`config.mk`:
```
export PLATFORM = sky130hd
export DESIGN_NAME = serial_add_sub
export DESIGN_NICKNAME = d
export VERILOG_FILES = /design/src/rtl/alu_pkg.sv /design/src/rtl/digit_adder.sv /design/src/rtl/full_adder.sv /design/src/rtl/serial_add_sub.sv
export SDC_FILE = /design/constraint.sdc
export NUM_CORES = 1
export LEC_CHECK = 0
export ABC_CLOCK_PERIOD_IN_PS = 2350
export BUFFER_PORTS_ARGS = -buffer_cell sky130_fd_sc_hd__buf_2
export CAP_MARGIN = 0
export CORE_AREA = 2 2 151 190
export DETAILED_ROUTE_END_ITERATION = 10
export DIE_AREA = 0 0 153 192
export REMOVE_ABC_BUFFERS = 1
export SYNTH_ARGS = -nofsm -noshare
export SYNTH_HDL_FRONTEND = slang
export SYNTH_SLANG_ARGS = --single-unit
```
`constraint.sdc`:
```
create_clock -name clk -period 2.35 [get_ports clk]
set_input_delay 0.3525 -clock clk [delete_from_list [all_inputs] [get_ports clk]]
set_output_delay 0.3525 -clock clk [all_outputs]
set_load 0.01 [all_outputs]
```
`src/rtl/alu_pkg.sv`:
```
// Shared definitions for the arithmetic units.
//   sas_state_t : serial_add_sub sequencer states
//   alu_flags_t : NZCV flag bundle, packed in the order negative, zero, carry_out, overflow
package alu_pkg;

  typedef enum logic {
    SAS_IDLE,
    SAS_RUN
  } sas_state_t;

  typedef struct packed {
    logic negative;
    logic zero;
    logic carry_out;
    logic overflow;
  } alu_flags_t;

endpackage

```
`src/rtl/digit_adder.sv`:
```
// Combinational DIGIT-bit ripple adder built from full_adder cells.
//   i_a, i_b : DIGIT-bit addend digits
//   i_cin    : carry into bit 0
//   o_sum    : DIGIT-bit sum digit
//   o_cout   : carry out of bit DIGIT-1
//   o_cmsb   : carry into bit DIGIT-1 (used for the overflow flag)
module digit_adder #(
  parameter int DIGIT = 1
) (
  input  logic [DIGIT-1:0] i_a,
  input  logic [DIGIT-1:0] i_b,
  input  logic             i_cin,
  output logic [DIGIT-1:0] o_sum,
  output logic             o_cout,
  output logic             o_cmsb
);

  logic [DIGIT:0] w_carry;

  assign w_carry[0] = i_cin;

  for (genvar g = 0; g < DIGIT; g++) begin : g_cell
    full_adder u_fa (
      .i_a    (i_a[g]),
      .i_b    (i_b[g]),
      .i_cin  (w_carry[g]),
      .o_sum  (o_sum[g]),
      .o_cout (w_carry[g+1])
    );
  end

  assign o_cout = w_carry[DIGIT];
  assign o_cmsb = w_carry[DIGIT-1];

endmodule

```
`src/rtl/full_adder.sv`:
```
// Single-bit full adder cell.
//   i_a, i_b : addend bits
//   i_cin    : carry in
//   o_sum    : sum bit
//   o_cout   : carry out
module full_adder (
  input  logic i_a,
  input  logic i_b,
  input  logic i_cin,
  output logic o_sum,
  output logic o_cout
);

  assign o_sum  = i_a ^ i_b ^ i_cin;
  assign o_cout = (i_a & i_b) | (i_cin & (i_a ^ i_b));

endmodule

```
`src/rtl/serial_add_sub.sv`:
```
// Digit-serial adder/subtractor with start/busy/done handshake.
// Processes DIGIT bits per clock; result and NZCV flags appear after
// WIDTH/DIGIT steps and are held until the next completion or reset.
//   clk, reset        : clock, synchronous active-high reset
//   start, sub, a, b  : request, operation select (1 = a-b) and operands
//   busy, done        : operation in progress / one-cycle completion pulse
//   result            : sum or difference
//   negative, zero    : sign of result, result == 0
//   carry_out         : carry out of MSB (1 = no borrow when subtracting)
//   overflow          : two's-complement overflow
module serial_add_sub
  import alu_pkg::*;
#(
  parameter int WIDTH = 64,
  parameter int DIGIT = 1
) (
  input  logic             clk,
  input  logic             reset,
  input  logic             start,
  input  logic             sub,
  input  logic [WIDTH-1:0] a,
  input  logic [WIDTH-1:0] b,
  output logic             busy,
  output logic             done,
  output logic [WIDTH-1:0] result,
  output logic             negative,
  output logic             zero,
  output logic             carry_out,
  output logic             overflow
);

  localparam int STEPS = WIDTH / DIGIT;
  localparam int CW    = $clog2(STEPS + 1);

  sas_state_t       r_state;
  logic [WIDTH-1:0] r_sa;
  logic [WIDTH-1:0] r_sb;
  logic [WIDTH-1:0] r_sr;
  logic             r_c;
  logic [CW-1:0]    r_cnt;
  logic             r_busy;
  logic             r_done;
  logic [WIDTH-1:0] r_result;
  alu_flags_t       r_flags;

  logic [DIGIT-1:0] w_sum;
  logic             w_cout;
  logic             w_cmsb;
  logic [WIDTH-1:0] w_sr_next;
  logic             w_last;

  digit_adder #(.DIGIT(DIGIT)) u_digit (
    .i_a    (r_sa[DIGIT-1:0]),
    .i_b    (r_sb[DIGIT-1:0]),
    .i_cin  (r_c),
    .o_sum  (w_sum),
    .o_cout (w_cout),
    .o_cmsb (w_cmsb)
  );

  // New digit enters at the top; written as shifts so DIGIT == WIDTH needs no special case.
  assign w_sr_next = (r_sr >> DIGIT) | (WIDTH'(w_sum) << (WIDTH - DIGIT));
  assign w_last    = (r_cnt == CW'(STEPS - 1));

  always_ff @(posedge clk) begin
    if (reset) begin
      r_state  <= SAS_IDLE;
      r_sa     <= '0;
      r_sb     <= '0;
      r_sr     <= '0;
      r_c      <= 1'b0;
      r_cnt    <= '0;
      r_busy   <= 1'b0;
      r_done   <= 1'b0;
      r_result <= '0;
      r_flags  <= '0;
    end else begin
      r_done <= 1'b0;
      case (r_state)
        SAS_IDLE: begin
          if (start) begin
            r_sa    <= a;
            r_sb    <= sub ? ~b : b;
            r_c     <= sub;
            r_cnt   <= '0;
            r_busy  <= 1'b1;
            r_state <= SAS_RUN;
          end
        end
        SAS_RUN: begin
          r_sr  <= w_sr_next;
          r_sa  <= r_sa >> DIGIT;
          r_sb  <= r_sb >> DIGIT;
          r_c   <= w_cout;
          r_cnt <= r_cnt + CW'(1);
          if (w_last) begin
            r_result          <= w_sr_next;
            r_flags.negative  <= w_sr_next[WIDTH-1];
            r_flags.zero      <= (w_sr_next == '0);
            r_flags.carry_out <= w_cout;
            r_flags.overflow  <= w_cmsb ^ w_cout;
            r_done            <= 1'b1;
            r_busy            <= 1'b0;
            r_state           <= SAS_IDLE;
          end
        end
        default: r_state <= SAS_IDLE;
      endcase
    end
  end

  assign busy      = r_busy;
  assign done      = r_done;
  assign result    = r_result;
  assign negative  = r_flags.negative;
  assign zero      = r_flags.zero;
  assign carry_out = r_flags.carry_out;
  assign overflow  = r_flags.overflow;

endmodule

```
-- Yosys cells after proc, flatten, opt, wreduce, memory -nomap -nowiden
Index checks and enable logic that the tools add are counted.
- register bits: 271
- output and inout bits: 70
- mux-type cells: 16
- reductions and logical operators: 4
- equal/unequal tests: 3
- add/subtract/negate cells: 1
- bitwise gates (word level): 9
- operator list (cell ; number):
    case mux 64 bit (2 select lines) ; 2
    two-way mux 64 bit ; 3
    logical NOT 64 bit ; 1
    NOT 64 bit ; 1
    bitwise OR 63 x 64 -> 64 bit ; 1
    case mux 7 bit (2 select lines) ; 1
    adder 7 x 1 -> 7 bit (second input constant) ; 1
    == test 7 x 6 -> 1 bit (second input constant) ; 1
    two-way mux 7 bit ; 1
    two-way mux 1 bit ; 6
    case mux 1 bit (2 select lines) ; 3
    AND reduction 2 bit ; 2
    XOR 1 bit ; 3
    bitwise AND 1 bit ; 2
    inequality test 2 x 1 -> 1 bit (second input constant) ; 1
    inequality test 2 bit (second input constant) ; 1
    OR reduction 2 bit ; 1
    NOT 1 bit ; 1
    bitwise OR 1 bit ; 1

-- Longest topological paths before layout
- word-level depth: 4
- mapped depth: 8
- gate-level depth less buffers: 5

-- Cells and area by module
A second synthesis with hierarchy kept.
- cell total of the unflattened synthesis: 1202
- area total of the unflattened synthesis: 10944.2 um2
- modules (own cells, without submodules) (module ; cells an instance ; instances ; area each (um2)):
    serial_add_sub ; 1200 ; 1 ; 10916.7
    full_adder ; 1 ; 1 ; 20.0
    digit_adder ; 1 ; 1 ; 7.5

-- Worst setup path after synthesis
OpenSTA, ideal clock, no wires.
- path kind: register to register
- from: register r_cnt[0]
- to: register r_result[55] (netlist: result[55])
- data required time: 2.233 ns
- slack: 0.483 ns
- stages on the path, launching flop included: 9
- arrival: 1.750 ns
- buffers on the path: 3
- cells stage by stage: dfxtp_1 ha_1 nand2_1 or4_4 nor2b_1 clkbuf_1 buf_6 buf_6 a22o_1
- word-level cells in the longest chain between the ends: 2
- ends and longest elaborated chain (what ; RTL line ; RTL):
    from (decl) ; serial_add_sub.sv:40 ; logic [CW-1:0] r_cnt;
    from (signal assigned) ; serial_add_sub.sv:95 ; r_cnt <= r_cnt + CW'(1);
    == test 7 x 6 -> 1 bit ; serial_add_sub.sv:63 ; assign w_last = (r_cnt == CW'(STEPS - 1));
    AND reduction 2 bit (no source line) ; -- ;
    to (signal assigned) ; serial_add_sub.sv:97 ; r_result <= w_sr_next;
    to (decl) ; serial_add_sub.sv:43 ; logic [WIDTH-1:0] r_result;
Every way passes these cells.
A chain may end at the register's enable or synchronous reset.

-- Worst setup path after layout
- from: register r_cnt[0]
- to: register r_result[3] (netlist: result[3])
The elaborated chain is that of the path after synthesis.

==> impl_metrics.py <==
metrics = {
    "run_status": {
        "status": "completed",
    },
    "placement": {
        "dp_cells": 1662,
        "gp_congestion": 0.722,
        "place_area_sq_um": 12200,
        "portBuffers": 201,
        "dp_hpwl_um": 15100,
    },
    "worst_setup_path": {
        "reg2reg_depth": 6,
        "worst_setup_path_start_kind": "register",
        "worst_setup_path_end_kind": "register",
        "cp_data_required_time_ns": 2.77,
        "slowest_delay_ns": 0.45,
        "startpoint": "r_cnt[0]",
        "critical_path_class": "register to register",
        "worstPathMaxFanout": 52,
        "slowest_stage": "or4_4",
        "arrival_ns": 2.37,
        "reg2reg_from": "r_cnt[0]",
        "crit_path_cell_trace": "ha_1, nand2_1, or4_4, nor2b_4, buf_12, a22o_1",
    },
    "route": {
        "drt_iter0_drc": 360,
        "ant_nets": 0,
        "drc": 0,
        "viasPerCell": 4.97,
        "wl_per_cell_um": 13.8,
        "vias": 8534,
        "drt-total-wl_um": 23700,
        "firstDrtPassIters": 5,
    },
    "clock_tree": {
        "insertion_delay_ns": 0.53,
        "clock_sinks": 269,
        "postCtsSetupBuffers": 0,
        "numCtsBuffers": 29,
        "cts_tree": "yes",
        "clk_path_buf_depth": 3,
        "post_cts_resized": 0,
        "path_clk_slew_ns": 0.06,
        "ctsHoldBuffers": 0,
        "h-tree-depth": 1,
        "cts_root_buffer": "clkbuf_16",
    },
    "synth": {
        "synth-seq-area-share": 0.492,
        "async_reset_ff_frac": 0,
        "synth_ff_type": "dfxtp_1",
        "synth.area.top_cells": "dfxtp_1 (49%), mux2i_1 (12%), nor2_1 (11%)",
        "syn_avg_cell_area_sq_um": 9.11,
        "synth_edf_count": 0,
        "synth_warnings": 0,
        "netlist.area_leader.share": 0.492,
        "yosysUniqueCellTypes": 33,
        "synth_top_cell_by_area": "dfxtp_1",
        "syn_area_sq_um": 10900,
        "synth_cells": 1201,
        "ys_seq_elements": 269,
    },
    "final_layout": {
        "multi_input_area_sq_um": 5130,
        "nFillCells": 2651,
        "finish.instance_area_sq_um": 13100,
        "final_cell_mix": "nor2_1 (322), dfxtp_1 (268), buf_2 (198)",
        "instances_no_fill": 1718,
        "area_growth_pct": 19.9,
        "final_nets": 1477,
        "regArea_sq_um": 5390,
        "mostFrequentLayoutCell": "nor2_1",
        "drive_above_1_share": 0.193,
    },
    "floorplan": {
        "num_rows": 68,
        "initial_core_util": 0.398,
        "die-width_um": 153,
        "core_sq_um": 27500,
        "die_h_um": 192,
        "dieArea_sq_um": 29400,
        "io_pins": 202,
    },
    "sta": {
        "fin_crit_sh": 0.830,
        "fin_skew_ns": 0.0107,
        "timing.slew.headroom": 0.290,
        "fin_tns_setup_ns": 0,
        "rsz0062_at_grt": "false",
        "fmax_mhz": 513,
        "timing.hold.ws_ns": 0.110,
        "setup_viol": 0,
        "slew_viol_final": 0,
        "hold_violations": 0,
        "tightest_slew_ns": 1.06,
        "min_period_ns": 1.95,
    },
    "pwr": {
        "clock_power_share": 0.425,
        "switching_share": 0.241,
        "power_density_nw_per_um2": 771,
        "leakage_uw": 0.00564,
        "internal_power_uw": 7670,
        "ir_drop_v": 0.000508,
        "p_total_uw": 10100,
        "power.share.combinational": 0.099,
        "p_sw_uw": 2430,
        "seqPwrFrac": 0.476,
    },
    "grt": {
        "grt_pass1_wl_um": 39800,
        "gr-total-overflow": 0,
        "grt_pass1_vias": 8009,
        "grt_usage": 0.158,
        "antenna_found_initial": 8,
        "grt_max_degree": 218,
    },
    "run": {
        "drv_cap": 0,
    },
    "hold_path": {
        "hold_path.class": "input pin to register",
        "min_path_cells": 3,
        "min-delay-start": "a[63]",
    },
}
==> power by group through the flow <==
| stage | sequential [uW] | clock (uW) | combinational [uW] |
|---|---|---|---|
| floorplan | 4980 | 0 | 620 |
| global placement | 4910 | 0 | 992 |
| detailed placement | 4910 | 0 | 1010 |
| CTS | 4820 | 4430 | 1010 |
| global route | 4830 | 4620 | 1130 |
| finish | 4820 | 4290 | 998 |
==> worst max-delay path: cells and delay by family, from the launching register on <==
| kind | cells | cell delay, ns |
|---|---|---|
| simple gates | 3 | 0.75 |
| compound gates | 1 | 0.26 |
| flops | 1 | 0.36 |
| fa+ha+maj | 1 | 0.22 |
| buf+inv | 1 | 0.22 |
==> metrics by stage <==
step / setup slack, ns / utilization
floorplan: -6.85 / -
global placement: 0.470 / 0.444
CTS: 0.401 / 0.477
detailed placement: 0.425 / 0.444
finish: 0.400 / 0.477
global route: 0.325 / 0.477
==> cells in the mapped netlist, types with 2 or more instances <==
library cell and instances:
dfxtp_1 269, buf_6 2, mux2i_1 128, nor2_1 322, a211oi_1 63, nand3_1 2
nand4_1 5, nor3b_1 3, xnor2_1 65, a22o_1 67, nand2_1 3, clkbuf_1 65
a21oi_1 134, nor3_1 2, buf_1 18, buf_2 18, xor2_1 2, inv_1 2
nor4_1 17
==> layer usage <==
layer / routed length, um / GRT usage / vias up
met3: 2090 / 0.0593 / 42
met2: 10500 / 0.256 / 191
met1: 10700 / 0.202 / 3825
li1: - / - / 4464
met5: 69 / 0 / -
met4: 333 / 0.0324 / 12
==> area by class of cell <==
cell class	instances	share of cell area
sequential	269	0.411
clock buffer	45	0.0653
timing repair buffer	215	0.0945
inverter	2	0.000572
tap	350	0.0334
multi-input combinational	826	0.391
clock inverter	8	0.00391
antenna	3	0.000572
==> logic make-up (layout without fill, tap and decap cells) <==
kind of cell / count (synthesis) / in the layout / share of synthesized area
and+or+nand+nor: 360 / 360 / 0.132
xor gates and xnor gates: 67 / 67 / 0.0536
muxes: 128 / 128 / 0.117
buffers and inverters: 106 / 270 / 0.0402
other: 0 / 3 / 0
AOI/OAI and AO/OA: 269 / 269 / 0.162
adders and majority gates: 2 / 2 / 0.00297
DFF: 269 / 269 / 0.492
==> sequential cells by signal (all words and copies together) (netlist names) <==
signal / count
r_sa: 64
r_cnt: 7
r_c: 1
carry_out: 1
done: 1
r_sr: 63
r_sb: 64
result: 64
r_state: 1
zero: 1
busy: 1
overflow: 1
==> path summary, 6_finish.rpt <==
kind	endpoint	slack, ns
worst max-delay path	result[3]	0.40
worst min-delay path	r_sa[63]	0.11
worst max register to register	result[3]	0.40
worst min register to register	busy	0.47
(Power assumes the default switching activity.)
